<file path="config.mk">
export PLATFORM = sky130hd
export DESIGN_NAME = decode_stage
export DESIGN_NICKNAME = d
export VERILOG_FILES = /design/src/rtl/decode_stage.sv
export SDC_FILE = /design/constraint.sdc
export NUM_CORES = 2
export LEC_CHECK = 0
export BUFFER_PORTS_ARGS = -buffer_cell sky130_fd_sc_hd__buf_2
export CAP_MARGIN = 20
export CORE_UTILIZATION = 50
export CTS_CLUSTER_SIZE = 28
export DETAILED_ROUTE_END_ITERATION = 12
export GPL_TIMING_DRIVEN = 0
export PLACE_DENSITY_LB_ADDON = 0.2
export SYNTH_ARGS = -nofsm -noshare
export SYNTH_HDL_FRONTEND = slang
export SYNTH_SLANG_ARGS = --single-unit
export TNS_END_PERCENT = 20
</file>
<file path="constraint.sdc">
create_clock -name clock -period 68.6 [get_ports clock]
set_input_delay 10.29 -clock clock [delete_from_list [all_inputs] [get_ports clock]]
set_output_delay 10.29 -clock clock [all_outputs]
set_load 0.02 [all_outputs]
</file>
<file path="src/rtl/decode_stage.sv">
// Instruction decode stage: latches IF_ID, reads operands from the 32x32 register
// file with writeback bypass, and registers ID_EX. Squashes on taken branch, stops after HLT.
module decode_stage #(
    parameter bit         ZERO_REG = 1'b1,
    parameter logic [5:0] HALT_OP  = 6'b001101,
    parameter logic [5:0] NOP_OP   = 6'b001110
) (
    input  logic         clock,
    input  logic         reset,
    input  logic [63:0]  IF_ID,
    input  logic [70:0]  EX_WB,
    output logic [145:0] ID_EX,
    output logic         halted,
    input  logic [4:0]   dbg_addr,
    output logic [31:0]  dbg_data
);

    typedef enum logic {RUN, HALTED} state_t;

    state_t         state_reg, state_next;
    logic [145:0]   id_ex_reg, id_ex_next;
    logic [31:0]    rf_reg [32];
    logic [31:0]    wr_en;

    logic           br_taken, wb_en;
    logic [4:0]     wb_reg;
    logic [31:0]    wb_data;
    logic [31:0]    pc, instr;
    logic [5:0]     op;
    logic [4:0]     rs, rt, rd, shamt, dest;
    logic [31:0]    imm, rs_data, rt_data;
    logic           reg_write;

    // The branch target is consumed by fetch; decode only needs the taken flag.
    logic [31:0]    unused_target;
    assign unused_target = EX_WB[63:32];

    assign br_taken = EX_WB[70];
    assign wb_en    = EX_WB[69];
    assign wb_reg   = EX_WB[68:64];
    assign wb_data  = EX_WB[31:0];

    assign pc    = IF_ID[63:32];
    assign instr = IF_ID[31:0];
    assign op    = instr[31:26];
    assign rs    = instr[25:21];
    assign rt    = instr[20:16];
    assign rd    = instr[15:11];
    assign shamt = instr[10:6];
    assign imm   = {{21{instr[10]}}, instr[10:0]};
    assign dest  = (op == 6'b001011) ? rt : rd;
    assign reg_write = (op <= 6'd7) || (op == 6'b001010) || (op == 6'b001011) || (op == 6'b001100);

    function automatic logic [31:0] rf_read(input logic [4:0] addr);
        return (ZERO_REG && addr == 5'd0) ? 32'd0 : rf_reg[addr];
    endfunction

    // Writeback in the same cycle as the read wins over the stored value.
    function automatic logic [31:0] operand(input logic [4:0] addr);
        if (wb_en && wb_reg == addr && !(ZERO_REG && addr == 5'd0))
            return wb_data;
        return rf_read(addr);
    endfunction

    assign rs_data  = operand(rs);
    assign rt_data  = operand(rt);
    assign dbg_data = rf_read(dbg_addr);

    generate
        for (genvar gi = 0; gi < 32; gi++) begin : g_wr_en
            assign wr_en[gi] = wb_en && (wb_reg == 5'(gi)) && !(ZERO_REG && gi == 0);
        end
    endgenerate

    always_ff @(posedge clock or posedge reset) begin
        if (reset) begin
            for (int i = 0; i < 32; i++) rf_reg[i] <= 32'd0;
        end else begin
            for (int i = 0; i < 32; i++)
                if (wr_en[i]) rf_reg[i] <= wb_data;
        end
    end

    always_comb begin
        state_next = state_reg;
        id_ex_next = '0;
        if (state_reg == RUN && !br_taken) begin
            if (op == HALT_OP) begin
                id_ex_next = {1'b1, 1'b0, op, dest, shamt, imm, rt_data, rs_data, pc};
                state_next = HALTED;
            end else if (op != NOP_OP && op <= 6'd12) begin
                id_ex_next = {1'b1, reg_write, op, dest, shamt, imm, rt_data, rs_data, pc};
            end
        end
    end

    always_ff @(posedge clock or posedge reset) begin
        if (reset) begin
            state_reg <= RUN;
            id_ex_reg <= '0;
        end else begin
            state_reg <= state_next;
            id_ex_reg <= id_ex_next;
        end
    end

    assign ID_EX  = id_ex_reg;
    assign halted = (state_reg == HALTED);

endmodule

</file>
## Yosys cells after proc, flatten, opt, wreduce, memory -nomap -nowiden

Cells that the tools add are included.

- Register bits after elaboration: 1139
- Logic and storage cells: 149
- Output and inout port bits: 179

- Magnitude comparators: 5
- Reduce and logical (&&, ||, !) cells: 47
- Muxes and demuxes: 22
- Bitwise logic cells: 4
- Eq/ne operators: 38

Operator list:

| cell | number |
|---|---|
| $bmux W32 S5 | 3 |
| $mux W146 | 3 |
| $mux W32 | 13 |
| $eq A5 B5 Y1 const B | 16 |
| $eq A5 B4 Y1 const B | 8 |
| $logic_and A1 B1 Y1 | 37 |
| $eq A6 B4 Y1 const B | 4 |
| $eq A5 B3 Y1 const B | 4 |
| $ge A6 B6 Y1 const B | 3 |
| $not A5 Y6 | 3 |
| $logic_not A5 Y1 | 3 |
| $eq A5 B2 Y1 const B | 2 |
| $eq A5 B5 Y1 | 2 |
| $le A6 B3 Y1 const B | 1 |
| $le A6 B4 Y1 const B | 1 |
| $ne A6 B4 Y1 const B | 1 |
| $eq A5 B1 Y1 const B | 1 |
| $mux W5 | 1 |
| $logic_not A1 Y1 | 3 |
| $logic_or A1 B1 Y1 | 3 |
| $mux W1 | 2 |
| $reduce_and A2 Y1 | 1 |
| $not A1 Y1 | 1 |

## Longest topological paths before layout

- Word-level depth: 9
- Depth in mapped cells: 10
- Gate-level depth less buffers: 6

## Least setup slack after synthesis

Ideal clock, no wire load.

- Kind: input to output
- From: input port dbg_addr[1]
- To: output port dbg_data[0]
- Cell stages on the path: 7
- Path slack: 46.118 ns
- Arrival time: 12.192 ns
- Cells stage by stage: clkbuf_1 > buf_2 > clkbuf_1 > buf_2 > mux4_2 > mux4_2 > mux2_2

- Longest elaborated chain between the ends: 5

RTL lines:

| what | line | source |
|---|---|---|
| from (decl) | 14 | `input logic [4:0] dbg_addr,` |
| $not A5 Y6 (not written as such) | 55 | `return (ZERO_REG && addr == 5'd0) ? 32'd0 : rf_reg[addr];` |
| $bmux W32 S5 | 55 |  |
| $mux W32 (not written as such) (2 in a row) | 55 |  |
| $mux W32 * | 55 |  |
| to (decl) | 15 | `output logic [31:0] dbg_data` |

Every way passes the cells marked *; elsewhere a longest branch is shown, timed or not. The select of a mux whose other input is x is not followed.

## Final worst setup path

Same ends and word-level chain as after synthesis.

==> results_dict.tcl <==
set metrics [dict create \
    postSynthRegisterBits 1113 \
    worst_setup_path_end_kind "primary output" \
    die_h_um 364 \
    final-max-slew-violation-count 0 \
    synthFlopType "sky130_fd_sc_hd__dfrtp_1" \
    grt_util_met3_pct 31.0 \
    cap_viol_max_count 0 \
    dp_hpwl_um 229000 \
    worst_skew_pair.late_latency_ns 0.84 \
    postSynth.asyncResetShare_pct 100 \
    synthesis.area_per_instance_um2 14.6 \
    core.rowCount 132 \
    gp_routability_congestion 1.11 \
    multi_input_area_mm2 0.0350 \
    worst_slew_margin_rel_pct 6.32 \
    largest_reg_flops 992 \
    cp_max_fo 10 \
    floorplan.die.width_um 364 \
    syn_inst 4489 \
    worst-slew-pin-transition_ns 1.41 \
    fp.coreArea_mm2 0.130 \
    clkSlewWorstSetupHoldPaths_ns 0.06 \
    final.period_utilization_pct 35.6 \
    synth_most_common_cell "sky130_fd_sc_hd__mux2_2" \
    floorplan.die_area_mm2 0.132 \
    grt.met2_usage_pct 63.7 \
    ant_nets 0 \
    via_per_inst 7.76 \
    power.density_cell_area_mw_per_mm2 29.0 \
    period_minus_slack_ns 24.45 \
    cts.root.buffer_cell "sky130_fd_sc_hd__clkbuf_16" \
    cts_num_sinks 1113 \
    drtPass1Iterations 7 \
    crit_path_start_kind "primary input" \
    grtUsageTotal_pct 49.3 \
    largest_net_degree_at_the_start_of_global_routing 128 \
    timing_worst_setup_path_type "primary input to primary output" \
    overflow 0 \
    final_cells 6846 \
    run_status "complete, no violations" \
    synth_top_cells_by_area "sky130_fd_sc_hd__dfrtp_1 (43%), sky130_fd_sc_hd__mux4_2 (22%), sky130_fd_sc_hd__mux2_2 (20%), sky130_fd_sc_hd__mux2i_1 (3.0%), sky130_fd_sc_hd__clkbuf_1 (1.4%)" \
    drive_above_1_share_pct 51.8 \
    grt_pass1_vias 49200 \
    cts-resized-gates 0 \
    netlist.top_cell.by_area "sky130_fd_sc_hd__dfrtp_1" \
    cp.required_ns 58.31 \
    wire_length_of_the_first_global_routing_pass_um 431000 \
    rsz0062_at_grt "no" \
    fin_nets 5112 \
    clock-skew-final_ns 0.0212 \
    endpoints_failing_hold 0 \
    clock_path_buffers 3 \
    ir_drop_v 0.0000289 \
    grt_antenna_before_repair 41 \
    netlist_top_cells_count "sky130_fd_sc_hd__mux2_2 (1174), sky130_fd_sc_hd__dfrtp_1 (1113), sky130_fd_sc_hd__mux4_2 (644)" \
    synth_top_area_share_pct 42.6 \
    yosys.cell_types.count 57 \
    boundaryPins 321 \
    number_of_flops_mapped_to_enable_cells_by_yosys 0 \
    fin_setup_tns_ns 0 \
    number_of_buffers_added_for_setup_after_cts 0 \
    achievable_frequency_mhz 40.9 \
    place_inst 6568 \
    detailroute.via_count 53100 \
    detail_route.wl_per_cell_um 47.6 \
    critical_path_arrival_ns 14.16 \
    routed_wl_um 326000 \
    cts_made_buffers 132 \
    h-tree-depth 4 \
    top_usage_layer "met2" \
    cts_tree "yes" \
    leakage_nw 32.6 \
    count_of_fill_cells_added_during_filler_insertion 10500 \
    initial_utilization_pct 50.5 \
    drc_errors 0 \
    yosysSeqAreaShare_pct 42.6 \
    ctsHoldBuffers 0 \
    ys.warnings.count 0 \
    place.port_buffers 274 \
    min_path_type "register to register" \
    area.sequential_mm2 0.0279 \
    syn-cell-area_mm2 0.0654 \
    detailedRoute.firstIterationViolations 9916 \
    finalSetupViolations 0 \
    flow.area_growth_from_synthesis_pct 14.2 \
    use_met1_pct 58.0 \
]
[kinds of logic (layout without fill, tap and decap cells)]
kind of cell           after synthesis  after routing  synth area share (%)
XOR/XNOR                            10             10                 0.134
buffers and inverters              532           1113                  3.92
flip-flops                        1113           1113                  42.6
other                                1             35               0.00573
AND/OR/NAND/NOR                    387            387                  2.98
AO/OA/AOI/OAI                      426            426                  4.87
multiplexers                      2020           2020                  45.5
[worst max-delay path, cell delays in order]
cell	delay, ns
sky130_fd_sc_hd__clkbuf_1	0.36
sky130_fd_sc_hd__buf_2	0.44
sky130_fd_sc_hd__clkbuf_1	0.80
sky130_fd_sc_hd__buf_2	0.69
sky130_fd_sc_hd__mux4_2	0.44
sky130_fd_sc_hd__mux4_2	0.54
sky130_fd_sc_hd__mux2_2	0.38
sky130_fd_sc_hd__buf_2	0.19
[cell usage in the layout (no fill, tap or decap), types with 19 or more instances in the layout]
| cell | netlist | final |
|---|---|---|
| sky130_fd_sc_hd__a21oi_1 | 34 | 34 |
| sky130_fd_sc_hd__a221oi_1 | 59 | 59 |
| sky130_fd_sc_hd__a22o_1 | 51 | 51 |
| sky130_fd_sc_hd__a22oi_1 | 65 | 65 |
| sky130_fd_sc_hd__and3_1 | 47 | 47 |
| sky130_fd_sc_hd__buf_1 | 62 | 54 |
| sky130_fd_sc_hd__buf_2 | 130 | 413 |
| sky130_fd_sc_hd__buf_4 | 81 | 88 |
| sky130_fd_sc_hd__buf_8 | 1 | 38 |
| sky130_fd_sc_hd__clkbuf_1 | 242 | 254 |
| sky130_fd_sc_hd__clkbuf_16 | 0 | 133 |
| sky130_fd_sc_hd__clkbuf_2 | 0 | 19 |
| sky130_fd_sc_hd__clkbuf_8 | 0 | 24 |
| sky130_fd_sc_hd__clkinv_2 | 0 | 23 |
| sky130_fd_sc_hd__dfrtp_1 | 1113 | 1113 |
| sky130_fd_sc_hd__diode_2 | 0 | 33 |
| sky130_fd_sc_hd__mux2_2 | 1174 | 1174 |
| sky130_fd_sc_hd__mux2i_1 | 193 | 193 |
| sky130_fd_sc_hd__mux4_2 | 644 | 644 |
| sky130_fd_sc_hd__nand2_1 | 38 | 38 |
| sky130_fd_sc_hd__nand2b_1 | 19 | 19 |
| sky130_fd_sc_hd__nor2_1 | 101 | 101 |
| sky130_fd_sc_hd__nor2b_1 | 31 | 31 |
| sky130_fd_sc_hd__nor3_1 | 110 | 108 |
| sky130_fd_sc_hd__o211ai_1 | 33 | 33 |
| sky130_fd_sc_hd__o22ai_1 | 81 | 81 |
| sky130_fd_sc_hd__o31ai_1 | 23 | 23 |
[where the power goes]
group | switching, mW | total, mW | leakage [nW] | internal (mW)
Sequential | 0.117 | 0.888 | 14.4 | 0.772
Combinational | 0.271 | 0.556 | 16.1 | 0.284
Clock | 0.315 | 0.724 | 2.12 | 0.408
[worst paths after layout]
path / slack, ns / start / cells past startpoint / end
max reg2reg: 63.93 / halted / 7 / ID_EX[80]
min reg2reg: 0.48 / halted / 2 / halted
max: 44.15 / dbg_addr[1] / 8 / dbg_data[0]
min in group asynchronous: 9.60 / reset / 2 / ID_EX[1]
max in group asynchronous: 56.40 / reset / 6 / ID_EX[62]
min: 0.48 / halted / 2 / halted
[metal layers]
metal | share of wire (%) | vias up
met2 | 39 | 5534
met4 | 9.5 | 26
met5 | 0.17 | -
met3 | 18 | 1565
met1 | 34 | 27300
li1 | - | 18700
[final cells by class]
class	count	area share, %
clock buffer	187	5.04
tap	1742	2.92
sequential	1113	37.3
inverter	6	0.0402
clock inverter	48	0.761
buffer	526	3.45
timing repair buffer	346	3.48
antenna	33	0.111
multi-input combinational	2845	46.9
[through the flow]
stage | hold slack, ns | total power [mW] | utilization (%) | setup WS [ns] | cell area, um^2
after floorplan | 0.487 | 1.22 | - | 26.97 | 65400
after global placement | 0.474 | 1.39 | 53.2 | 13.73 | 69000
after detailed placement | 0.469 | 1.41 | 54.1 | 44.55 | 70100
after CTS | 0.483 | 2.12 | 57.4 | 44.54 | 74500
after global routing | 0.508 | 2.21 | 57.5 | 44.42 | 74600
final | 0.484 | 2.17 | 57.6 | 44.15 | 74700
Note: power is estimated with default switching activity, not from simulation.
